**src/rtl/median_frame_sequencer.sv**
```systemverilog
// Frame-level sequencer for the binary median filter: streams one raster frame into the
// filter's image memory, then runs the filter under a watchdog while counting foreground writes.
module median_frame_sequencer #(
  parameter int unsigned IMG_W       = 240,
  parameter int unsigned IMG_H       = 180,
  parameter int unsigned ADDR_W      = 8,
  parameter int unsigned THR_W       = 13,
  parameter int unsigned START_GAP   = 2,
  parameter int unsigned TIMEOUT_CYC = 1000000
) (
  input  logic              clk,
  input  logic              reset,
  input  logic              frameGo,
  input  logic [THR_W-1:0]  cfgThreshold,
  input  logic              pixValid,
  input  logic              pixData,
  output logic              pixReady,
  output logic              writeMem,
  output logic [ADDR_W-1:0] xAddressIn,
  output logic [ADDR_W-1:0] yAddressIn,
  output logic              dataIn,
  output logic              start,
  output logic [THR_W-1:0]  threshold,
  input  logic              writeMedianMem,
  input  logic              writeMedianData,
  input  logic              fullImageDone,
  output logic              busy,
  output logic              frameDone,
  output logic              timeoutErr,
  output logic [15:0]       fgCount
);

  localparam logic [2:0] S_IDLE = 3'd0;
  localparam logic [2:0] S_LOAD = 3'd1;
  localparam logic [2:0] S_GAP  = 3'd2;
  localparam logic [2:0] S_RUN  = 3'd3;
  localparam logic [2:0] S_DONE = 3'd4;

  localparam int unsigned GAP_W = (START_GAP >= 1) ? $clog2(START_GAP + 1) : 1;
  localparam int unsigned WD_W  = (TIMEOUT_CYC > 1) ? $clog2(TIMEOUT_CYC) : 1;

  logic [2:0]        state, state_nxt;
  logic [ADDR_W-1:0] x_cnt, x_nxt;
  logic [ADDR_W-1:0] y_cnt, y_nxt;
  logic [GAP_W-1:0]  gap_cnt, gap_nxt;
  logic [WD_W-1:0]   wd_cnt, wd_nxt;

  logic              ready_nxt;
  logic              write_nxt;
  logic [ADDR_W-1:0] xa_nxt;
  logic [ADDR_W-1:0] ya_nxt;
  logic              data_nxt;
  logic              start_nxt;
  logic [THR_W-1:0]  thr_nxt;
  logic              busy_nxt;
  logic              done_nxt;
  logic              err_nxt;
  logic [15:0]       fg_nxt;

  logic handshake;
  assign handshake = pixValid & pixReady;

  // Next-state and next-output logic; level outputs follow the state being entered.
  always_comb begin
    state_nxt = state;
    x_nxt     = x_cnt;
    y_nxt     = y_cnt;
    gap_nxt   = gap_cnt;
    wd_nxt    = wd_cnt;
    write_nxt = 1'b0;
    xa_nxt    = xAddressIn;
    ya_nxt    = yAddressIn;
    data_nxt  = dataIn;
    thr_nxt   = threshold;
    done_nxt  = 1'b0;
    err_nxt   = timeoutErr;
    fg_nxt    = fgCount;

    case (state)
      S_IDLE: begin
        if (frameGo) begin
          state_nxt = S_LOAD;
          thr_nxt   = cfgThreshold;
          fg_nxt    = 16'd0;
          err_nxt   = 1'b0;
          x_nxt     = '0;
          y_nxt     = '0;
        end
      end
      S_LOAD: begin
        if (handshake) begin
          write_nxt = 1'b1;
          xa_nxt    = x_cnt;
          ya_nxt    = y_cnt;
          data_nxt  = pixData;
          // Column-major scan: y runs fastest, x advances on each y wrap.
          if (y_cnt == ADDR_W'(IMG_H - 1)) begin
            y_nxt = '0;
            if (x_cnt == ADDR_W'(IMG_W - 1)) begin
              x_nxt     = '0;
              gap_nxt   = '0;
              state_nxt = S_GAP;
            end else begin
              x_nxt = x_cnt + ADDR_W'(1);
            end
          end else begin
            y_nxt = y_cnt + ADDR_W'(1);
          end
        end
      end
      S_GAP: begin
        if (gap_cnt == GAP_W'(START_GAP)) begin
          state_nxt = S_RUN;
          wd_nxt    = '0;
        end else begin
          gap_nxt = gap_cnt + GAP_W'(1);
        end
      end
      S_RUN: begin
        if (writeMedianMem && writeMedianData && (fgCount != 16'hFFFF)) begin
          fg_nxt = fgCount + 16'd1;
        end
        // Completion takes priority over a coincident watchdog expiry.
        if (fullImageDone) begin
          state_nxt = S_DONE;
          done_nxt  = 1'b1;
        end else if (wd_cnt == WD_W'(TIMEOUT_CYC - 1)) begin
          state_nxt = S_IDLE;
          err_nxt   = 1'b1;
        end else begin
          wd_nxt = wd_cnt + WD_W'(1);
        end
      end
      S_DONE: begin
        state_nxt = S_IDLE;
      end
      default: begin
        state_nxt = S_IDLE;
      end
    endcase

    ready_nxt = (state_nxt == S_LOAD);
    start_nxt = (state_nxt == S_RUN);
    busy_nxt  = (state_nxt != S_IDLE);
  end

  // State, counters and registered outputs.
  always_ff @(posedge clk or negedge reset) begin
    if (!reset) begin
      state      <= S_IDLE;
      x_cnt      <= '0;
      y_cnt      <= '0;
      gap_cnt    <= '0;
      wd_cnt     <= '0;
      pixReady   <= 1'b0;
      writeMem   <= 1'b0;
      xAddressIn <= '0;
      yAddressIn <= '0;
      dataIn     <= 1'b0;
      start      <= 1'b0;
      threshold  <= '0;
      busy       <= 1'b0;
      frameDone  <= 1'b0;
      timeoutErr <= 1'b0;
      fgCount    <= 16'd0;
    end else begin
      state      <= state_nxt;
      x_cnt      <= x_nxt;
      y_cnt      <= y_nxt;
      gap_cnt    <= gap_nxt;
      wd_cnt     <= wd_nxt;
      pixReady   <= ready_nxt;
      writeMem   <= write_nxt;
      xAddressIn <= xa_nxt;
      yAddressIn <= ya_nxt;
      dataIn     <= data_nxt;
      start      <= start_nxt;
      threshold  <= thr_nxt;
      busy       <= busy_nxt;
      frameDone  <= done_nxt;
      timeoutErr <= err_nxt;
      fgCount    <= fg_nxt;
    end
  end

endmodule

```
**config.mk**
```make
export PLATFORM = sky130hd
export DESIGN_NAME = median_frame_sequencer
export DESIGN_NICKNAME = d
export VERILOG_FILES = /design/src/rtl/median_frame_sequencer.sv
export SDC_FILE = /design/constraint.sdc
export NUM_CORES = 1
export LEC_CHECK = 0
export ABC_CLOCK_PERIOD_IN_PS = 6000
export CORE_ASPECT_RATIO = 1.2
export CORE_MARGIN = 4
export CORE_UTILIZATION = 57
export DETAILED_ROUTE_END_ITERATION = 8
export HOLD_SLACK_MARGIN = 0.12
export PLACE_DENSITY = 0.95
export SYNTH_ARGS = -nofsm -noshare
export SYNTH_HDL_FRONTEND = slang
export SYNTH_SLANG_ARGS = --single-unit
```
**constraint.sdc**
```tcl
create_clock -name clk -period 6 [get_ports clk]
set_input_delay 1.2 -clock clk [delete_from_list [all_inputs] [get_ports clk]]
set_output_delay 1.2 -clock clk [all_outputs]
set_load 0.1 [all_outputs]
```
== Yosys cells after proc, flatten, opt, wreduce, memory -nomap -nowiden ==
Cells that the tools add are included.

* Output and inout bits: 52
* Flip-flop bits (word level): 93

* Reductions and logical operators: 16
* Equal/unequal tests: 20
* Bitwise logic cells: 1
* $add $sub $neg: 5
* Mux-type cells: 36

{| class="wikitable"
|+ Operators with widths
! kind !! number
|-
| 2-to-1 mux 20 bit || 3
|-
| 2-to-1 mux 8 bit || 6
|-
| case mux 20 bit (2 select lines) || 1
|-
| 2-to-1 mux 16 bit || 2
|-
| case mux 16 bit (2 select lines) || 1
|-
| case mux 8 bit (2 select lines) || 2
|-
| 2-to-1 mux 3 bit || 7
|-
| adder 20 x 1 -> 20 bit (second input constant) || 1
|-
| equality test 20 bit (second input constant) || 1
|-
| != test 2 bit (second input constant) || 10
|-
| adder 16 x 1 -> 16 bit (second input constant) || 1
|-
| adder 8 x 1 -> 8 bit (second input constant) || 2
|-
| equality test 8 bit (second input constant) || 2
|-
| != test 16 bit (second input constant) || 1
|-
| case mux 3 bit (4 select lines) || 1
|-
| AND reduction 4 bit || 3
|-
| equality test 3 x 2 -> 1 bit (second input constant) || 3
|-
| 2-to-1 mux 2 bit || 4
|-
| nonzero test 2 bit || 4
|-
| 2-to-1 mux 1 bit || 7
|-
| equality test 3 x 1 -> 1 bit (second input constant) || 2
|-
| AND reduction 3 bit || 2
|-
| AND reduction 5 bit || 1
|-
| case mux 2 bit (2 select lines) || 1
|-
| 8 further kinds || 10
|}

== Depth between registers and ports, before layout ==
Gate-level depths: netlist of run 1.

* Depth in word-level cells: 6
* Gate-level depth with buffers: 8
* Depth with buffers taken out: 6

== Worst setup path before layout of run 1 ==
OpenSTA, ideal clock, no wires.

* Path type: register -> register
* From: register fgCount[0]
* To: register fgCount[2]
* Required time: 5.906 ns
* Arrival time: 2.517 ns
* Slack: 3.389 ns
* Stages on the path, launching flop included: 7
* Path buffers: 0
* Setup time: 0.094 ns
* Cells stage by stage: dfrtp_1 > ha_1 > nand4_1 > nor4_2 > nor2_1 > nand2_1 > mux2i_1

* Cells in the longest elaborated chain, start to end: 4
* Elaborated cells on any way between the ends: 7

{| class="wikitable"
|+ RTL lines
! element !! line !! RTL
|-
| from (decl) || 30 || <nowiki>output logic [15:0] fgCount</nowiki>
|-
| from (signal assigned) || 182 || <nowiki>fgCount <= fg_nxt;</nowiki>
|-
| branches (longest 4 deep; another with adder 16 x 1 -> 16 bit) || -- ||
|}

Several ways; the timed one is not identified. The select of a mux whose other input is x is not followed.
A chain may end at the register's enable or synchronous reset.

== Final worst setup path of run 1 ==
* From: register fgCount[5]
* To: output port fgCount[5]

No word-level cell between the ends.

==> flow_metrics.env, run 1 <==
export IMPL_die_y_microns=103
export IMPL_slowest_stage="clkdlybuf4s50_1"
export IMPL_drt_pass1_iterations=5
export IMPL_row_count=34
export IMPL_period_share=0.534
export IMPL_synth_edf_count=0
export IMPL_period_needed_ns=3.21
export IMPL_seq_area_frac_synth=0.538
export IMPL_avgRoutedWirePerCell_microns=15.1
export IMPL_antenna_found_initial=0
export IMPL_synth_seq_cells=93
export IMPL_yosys_top_cells_count="nand2_1, dfrtp_1, nor2_1, nand3_1, o21ai_0"
export IMPL_place_inst=619
export IMPL_port_buffers=72
export IMPL_area_delta_synth_final_pct=22.9
export IMPL_cts_max_path_buffers=2
export IMPL_clk_insertion_delay_late_ns=0.36
export IMPL_power_uw=1380
export IMPL_crit_chain="clkdlybuf4s50_1"
export IMPL_max_freq_ghz=0.312
export IMPL_synth_avg_cell_area_sq_um=9.23
export IMPL_drv_slew=0
export IMPL_cp_max_fo=8
export IMPL_start_util=0.591
export IMPL_dr_first_iter_drc_count=268
export IMPL_syn_nets=495
export IMPL_grt_pass1_vias=3608
export IMPL_drtAntennaViolNets=0
export IMPL_crit_type="flop to output port"
export IMPL_cts_setup_buffers=0
export IMPL_crit_buf_inv=1
export IMPL_leakagePower_uw=0.00240
export IMPL_via_count=3651
export IMPL_die_area_sq_um=9060
export IMPL_cts_root_buf="clkbuf_8"
export IMPL_clk_pin_slew_ns=0.09
export IMPL_grt_overflow_total=0
export IMPL_ios=73
export IMPL_rsz0062_at_grt="false"
export IMPL_grt_max_degree=66
export IMPL_async_flop_share=1.00
export IMPL_yosys_area_top_type="dfrtp_1"
export IMPL_path_delay_family="buffers and inverters"
export IMPL_skew_ns=0.0139
export IMPL_viasPerCell=5.75
export IMPL_ys_top_cells_by_area="dfrtp_1, nand2_1, nor2_1"
export IMPL_maxSlewHeadroom=0.333
export IMPL_cts_resized_gates=0
export IMPL_die_w_microns=87.5
export IMPL_final_nets=566
export IMPL_power_density_nw_per_um2=260
export IMPL_cts_sinks=93
export IMPL_drv_cap=0
export IMPL_end_kind="output port"
export IMPL_netlist_area_sq_um=4330
export IMPL_htree_levels=3
export IMPL_tightest_slew_ns=0.997
export IMPL_diodes=0
export IMPL_synth_cell_types=48
export IMPL_synth_ff_type="dfrtp_1"
export IMPL_tns_ns=0
export IMPL_hold_path_class="flop to flop"
export IMPL_cts_hold_buf=0
export IMPL_setup_viol=0
export IMPL_instances_no_fill=635
export IMPL_grtUsageTotal=0.229
export IMPL_cpPeakStageDelay_ns=1.18
export IMPL_totalWireLength_microns=9620
export IMPL_core_sq_um=7320
export IMPL_yosysMostFrequentCell="nand2_1"
export IMPL_cts_tree="yes"
export IMPL_dpl_hpwl_microns=6840
export IMPL_finalHoldViolCount=0
export IMPL_grt_pass1_wl_microns=16400
export IMPL_status="complete, no violations"
export IMPL_arrival_ns=2.01
export IMPL_gp_congestion=0.798
export IMPL_critPathLaunchType="flop"
export IMPL_vdd_drop_max_v=0.000323
export IMPL_numCtsBuffers=9
export IMPL_synthCells=469
export IMPL_drive_gt1_frac=0.0440
export IMPL_drc=0
export IMPL_cp_required_ns=4.80
export IMPL_synth_warnings=0
export IMPL_yosysTopAreaCellShare=0.538
placed cells by master (no fill, tap or decap), drive strengths merged, types with 4 or more instances in the layout:
cell type,n
xor2,14
o21ai,20
inv,8
o31ai,5
nand2,127
or3,8
and2,4
nor4,9
ha,5
nand4,12
clkbuf,11
buf,4
mux2i,4
nor3,11
xnor2,13
a21oi,11
clkdlybuf4s50,71
nor4b,4
dfrtp,93
nor2,38
and3,8
nand3,27
layer usage:
layer / wire [microns] / GRT usage / vias up
li1: - / - / 1753
met1: 4060 / 0.294 / 1751
met2: 4810 / 0.392 / 121
met3: 545 / 0.0380 / 26
met4: 196 / 0.0791 / 0
met5: 0 / 0 / -
cell families (layout without fill, tap and decap cells):
kind of cell,after synthesis,after routing,share of synthesized area
simple gates,265,265,0.287
flops,93,93,0.538
compound gates,52,52,0.0743
xor+xnor,27,27,0.0546
buf+inv,22,98,0.0197
fa+ha+maj,5,5,0.0145
mux,5,5,0.0119
area by class of cell:
type                            count  area (sq um)
Fill cell                         522          2000
Timing Repair Buffer               75           741
Multi-Input combinational cell    354          1920
Inverter                            7          26.3
Clock buffer                       11           131
Clock inverter                      5          60.1
Sequential cell                    93          2330
Tap cell                           90           113
sequential cells by signal, indices dropped and copies added (netlist names):
name and cells:
threshold 13, busy 1, writeMem 1, xAddressIn 8
fgCount 16, frameDone 1, dataIn 1, y_cnt 8
timeoutErr 1, start 1, wd_cnt 20, pixReady 1
x_cnt 8, yAddressIn 8, gap_cnt 2, state 3
path summary, 6_finish.rpt:
kind | startpoint | endpoint | slack, ns | cells past startpoint
setup / recovery | fgCount[5] | fgCount[5] | 2.79 | 1
hold / removal | threshold[11] | threshold[11] | 0.48 | 2
setup reg to reg | y_cnt[0] | x_cnt[7] | 3.30 | 6
hold reg to reg | threshold[11] | threshold[11] | 0.48 | 2
max in group asynchronous | reset | fgCount[1] | 4.14 | 2
min in group asynchronous | reset | wd_cnt[11] | 0.75 | 1
metrics by stage:
stage          utilization  area (sq um)  hold slack (ns)  setup WS (ns)
3_3_place_gp         0.701          5130            0.459           2.55
5_1_grt              0.727          5320            0.506           2.59
6_report             0.727          5320            0.485           2.79
3_5_place_dp         0.701          5130            0.462           2.46
2_1_floorplan            -          4330            0.451           3.39
4_1_cts              0.727          5320            0.484           2.78
power breakdown:
group          internal [uW]  total, uW  switching, uW
clock network            195        407            213
logic                   68.7        274            205
registers                663        701           38.0
total                    926       1380            455
tightest hold or removal path, stage by stage (launching register included):
cell	delay, ns
dfrtp_1	0.35
nand2_1	0.05
nand2_1	0.06
Note: power is estimated with default switching activity, not from simulation.
==> run 2, diff against run 1 <==
ABC_CLOCK_PERIOD_IN_PS = 3100   (was 6000)
CORE_UTILIZATION = 53   (was 57)
PLACE_DENSITY = 0.92   (was 0.95)
clock period = 3.1 ns   (was 6 ns; I/O delays follow)
==> run 2 against run 1 <==
  * Utilization is 5.7 points lower
  * Via count increased by 1.9%
  * First-iteration DRC count up 6.0%
  * Sequential share of layout area is 0.55 points higher
  * Largest power group unchanged
==> flow_metrics.env, run 2 (synthesized netlist as in run 1, its figures left out) <==
export IMPL_status="complete, no violations"
export IMPL_ios=73
export IMPL_skew_ns=0.0107
export IMPL_r2r_slack_ns=0.79
export IMPL_period_needed_ns=2.31
export IMPL_dpl_hpwl_microns=6980
export IMPL_diodes=0
export IMPL_setup_slack_ns=0.788
export IMPL_viasPerCell=5.80
export IMPL_slowest_stage="dfrtp_1"
export IMPL_end_kind="flop"
export IMPL_leakagePower_uw=0.00252
export IMPL_cp_max_fo=12
export IMPL_crit_buf_inv=1
export IMPL_power_density_nw_per_um2=517
export IMPL_tightest_slew_ns=0.862
export IMPL_critPathLaunchType="flop"
export IMPL_cts_root_buf="clkbuf_8"
export IMPL_crit_chain="ha_1 -> nand3_1 -> nor4_1 -> buf_4 -> o21a_1 -> nand2_1 -> o41ai_1"
export IMPL_grt_overflow_total=0
export IMPL_largest_register_ffs=20
export IMPL_n_fill_cell=588
export IMPL_grtUsageTotal=0.214
export IMPL_final_util=0.670
export IMPL_grt_pass1_vias=3588
export IMPL_grt_pass1_wl_microns=16800
export IMPL_finalHoldViolCount=0
export IMPL_cts_sinks=93
export IMPL_totalWireLength_microns=9920
export IMPL_arrival_ns=2.56
export IMPL_start_util=0.552
export IMPL_grt_max_degree=94
export IMPL_tns_ns=0
export IMPL_register_area_sq_um=2330
export IMPL_die_y_microns=107
export IMPL_layout_common_cells="nand2_1, dfrtp_1, buf_4, nor2_1, nand3_1"
export IMPL_final_nets=570
export IMPL_antenna_found_initial=0
export IMPL_p_int_uw=1830
export IMPL_die_w_microns=90.5
export IMPL_reg_largest_list="wd_cnt x20, fgCount x16, threshold x13"
export IMPL_seq_power_share=0.499
export IMPL_power_frac_clock=0.309
export IMPL_area_delta_synth_final_pct=21.4
export IMPL_cpPeakStageDelay_ns=0.45
export IMPL_gp_congestion=0.967
export IMPL_avgRoutedWirePerCell_microns=15.5
export IMPL_r2r_end="x_cnt[7]"
export IMPL_row_count=35
export IMPL_cp_required_ns=3.35
export IMPL_clk_insertion_delay_late_ns=0.36
export IMPL_post_place_ws_ns=0.450
export IMPL_final_common_cell="nand2_1"
export IMPL_die_area_sq_um=9680
export IMPL_vdd_drop_max_v=0.000420
export IMPL_reg2regPathDepth=7
export IMPL_power_switching_uw=888
export IMPL_via_count=3720
export IMPL_timing_rr_start="y_cnt[0]"
export IMPL_cts_max_path_buffers=2
export IMPL_drt_pass1_iterations=5
export IMPL_path_delay_family="compound AO/OA/AOI/OAI gates"
export IMPL_rsz0062_at_grt="false"
export IMPL_maxSlewHeadroom=0.411
export IMPL_hold_path_class="primary input to asynchronous set/reset pin"
export IMPL_multi_input_area_sq_um=1920
export IMPL_drive_gt1_frac=0.148
export IMPL_max_freq_ghz=0.433
export IMPL_top_register="wd_cnt"
export IMPL_crit_type="flop to flop"
export IMPL_numCtsBuffers=9
export IMPL_port_buffers=72
export IMPL_sw_frac_of_total=0.327
export IMPL_setup_viol=0
export IMPL_dr_first_iter_drc_count=284
export IMPL_clk_pin_slew_ns=0.09
export IMPL_drtAntennaViolNets=0
export IMPL_comb_power_share=0.191
export IMPL_timing_hold_ws_ns=0.300
export IMPL_cts_tree="yes"
export IMPL_core_sq_um=7840
export IMPL_drv_slew=0
export IMPL_cts_resized_gates=0
export IMPL_cp_depth=7
export IMPL_drc=0
export IMPL_drv_cap=0
export IMPL_cts_setup_buffers=0
export IMPL_period_share=0.746
export IMPL_cts_hold_buf=0
export IMPL_htree_levels=3
## run 2: changes by cell type in the layout (fill, tap and decap cells not counted)
cell	change
clkdlybuf4s50_1	-52
buf_4	+55
clkbuf_1	-1
clkinv_2	-1
clkbuf_8	+2
buf_12	+1
## run 2: worst register-to-register path: cells and delay by family (launching register included)
kind,cells,cell delay (ns)
AOI/OAI and AO/OA,2,0.72
and+or+nand+nor,3,0.61
DFF,1,0.45
adders and majority gates,1,0.23
buffers and inverters,1,0.19
## run 2: worst max-delay path by stage
stage                         startpoint  slack, ns          end
after floorplan               fgCount[0]       0.49   fgCount[2]
after global placement    writeMedianMem       0.60  fgCount[13]
after global routing            y_cnt[1]       0.57     x_cnt[7]
after detailed placement         frameGo       0.45     x_cnt[7]
after CTS                       y_cnt[0]       0.79     x_cnt[7]
final                           y_cnt[0]       0.79     x_cnt[7]
## run 2: area by class of cell
type	count	area share
repair buffers	79	0.124
well taps	92	0.0219
flip-flops and latches	93	0.443
multi-input cells	354	0.366
inverters	7	0.00500
clock buffers	12	0.0295
clock inverters	4	0.0105
## run 2: power groups by stage
stage                     Combinational, uW  Clock (uW)  Sequential (uW)
after detailed placement                525           0             1370
after global placement                  518           0             1370
after floorplan                        89.7           0             1650
final                                   519         839             1360
after CTS                               524         857             1350
after global routing                    547         910             1360
## run 2: layer usage
| layer | global-route usage | vias up | routed length [microns] |
|---|---|---|---|
| li1 | - | 1767 | - |
| met1 | 0.271 | 1810 | 4090 |
| met2 | 0.365 | 132 | 5170 |
| met3 | 0.0393 | 11 | 530 |
| met4 | 0.0799 | 0 | 132 |
| met5 | 0 | - | 0 |
## run 2: metrics by stage
step / area (sq um) / instances / power, uW
floorplan: 4330 / 469 / 1740
global placement: 5040 / 625 / 1890
detailed placement: 5040 / 625 / 1900
CTS: 5250 / 641 / 2740
global route: 5250 / 641 / 2820
finish: 5250 / 641 / 2710
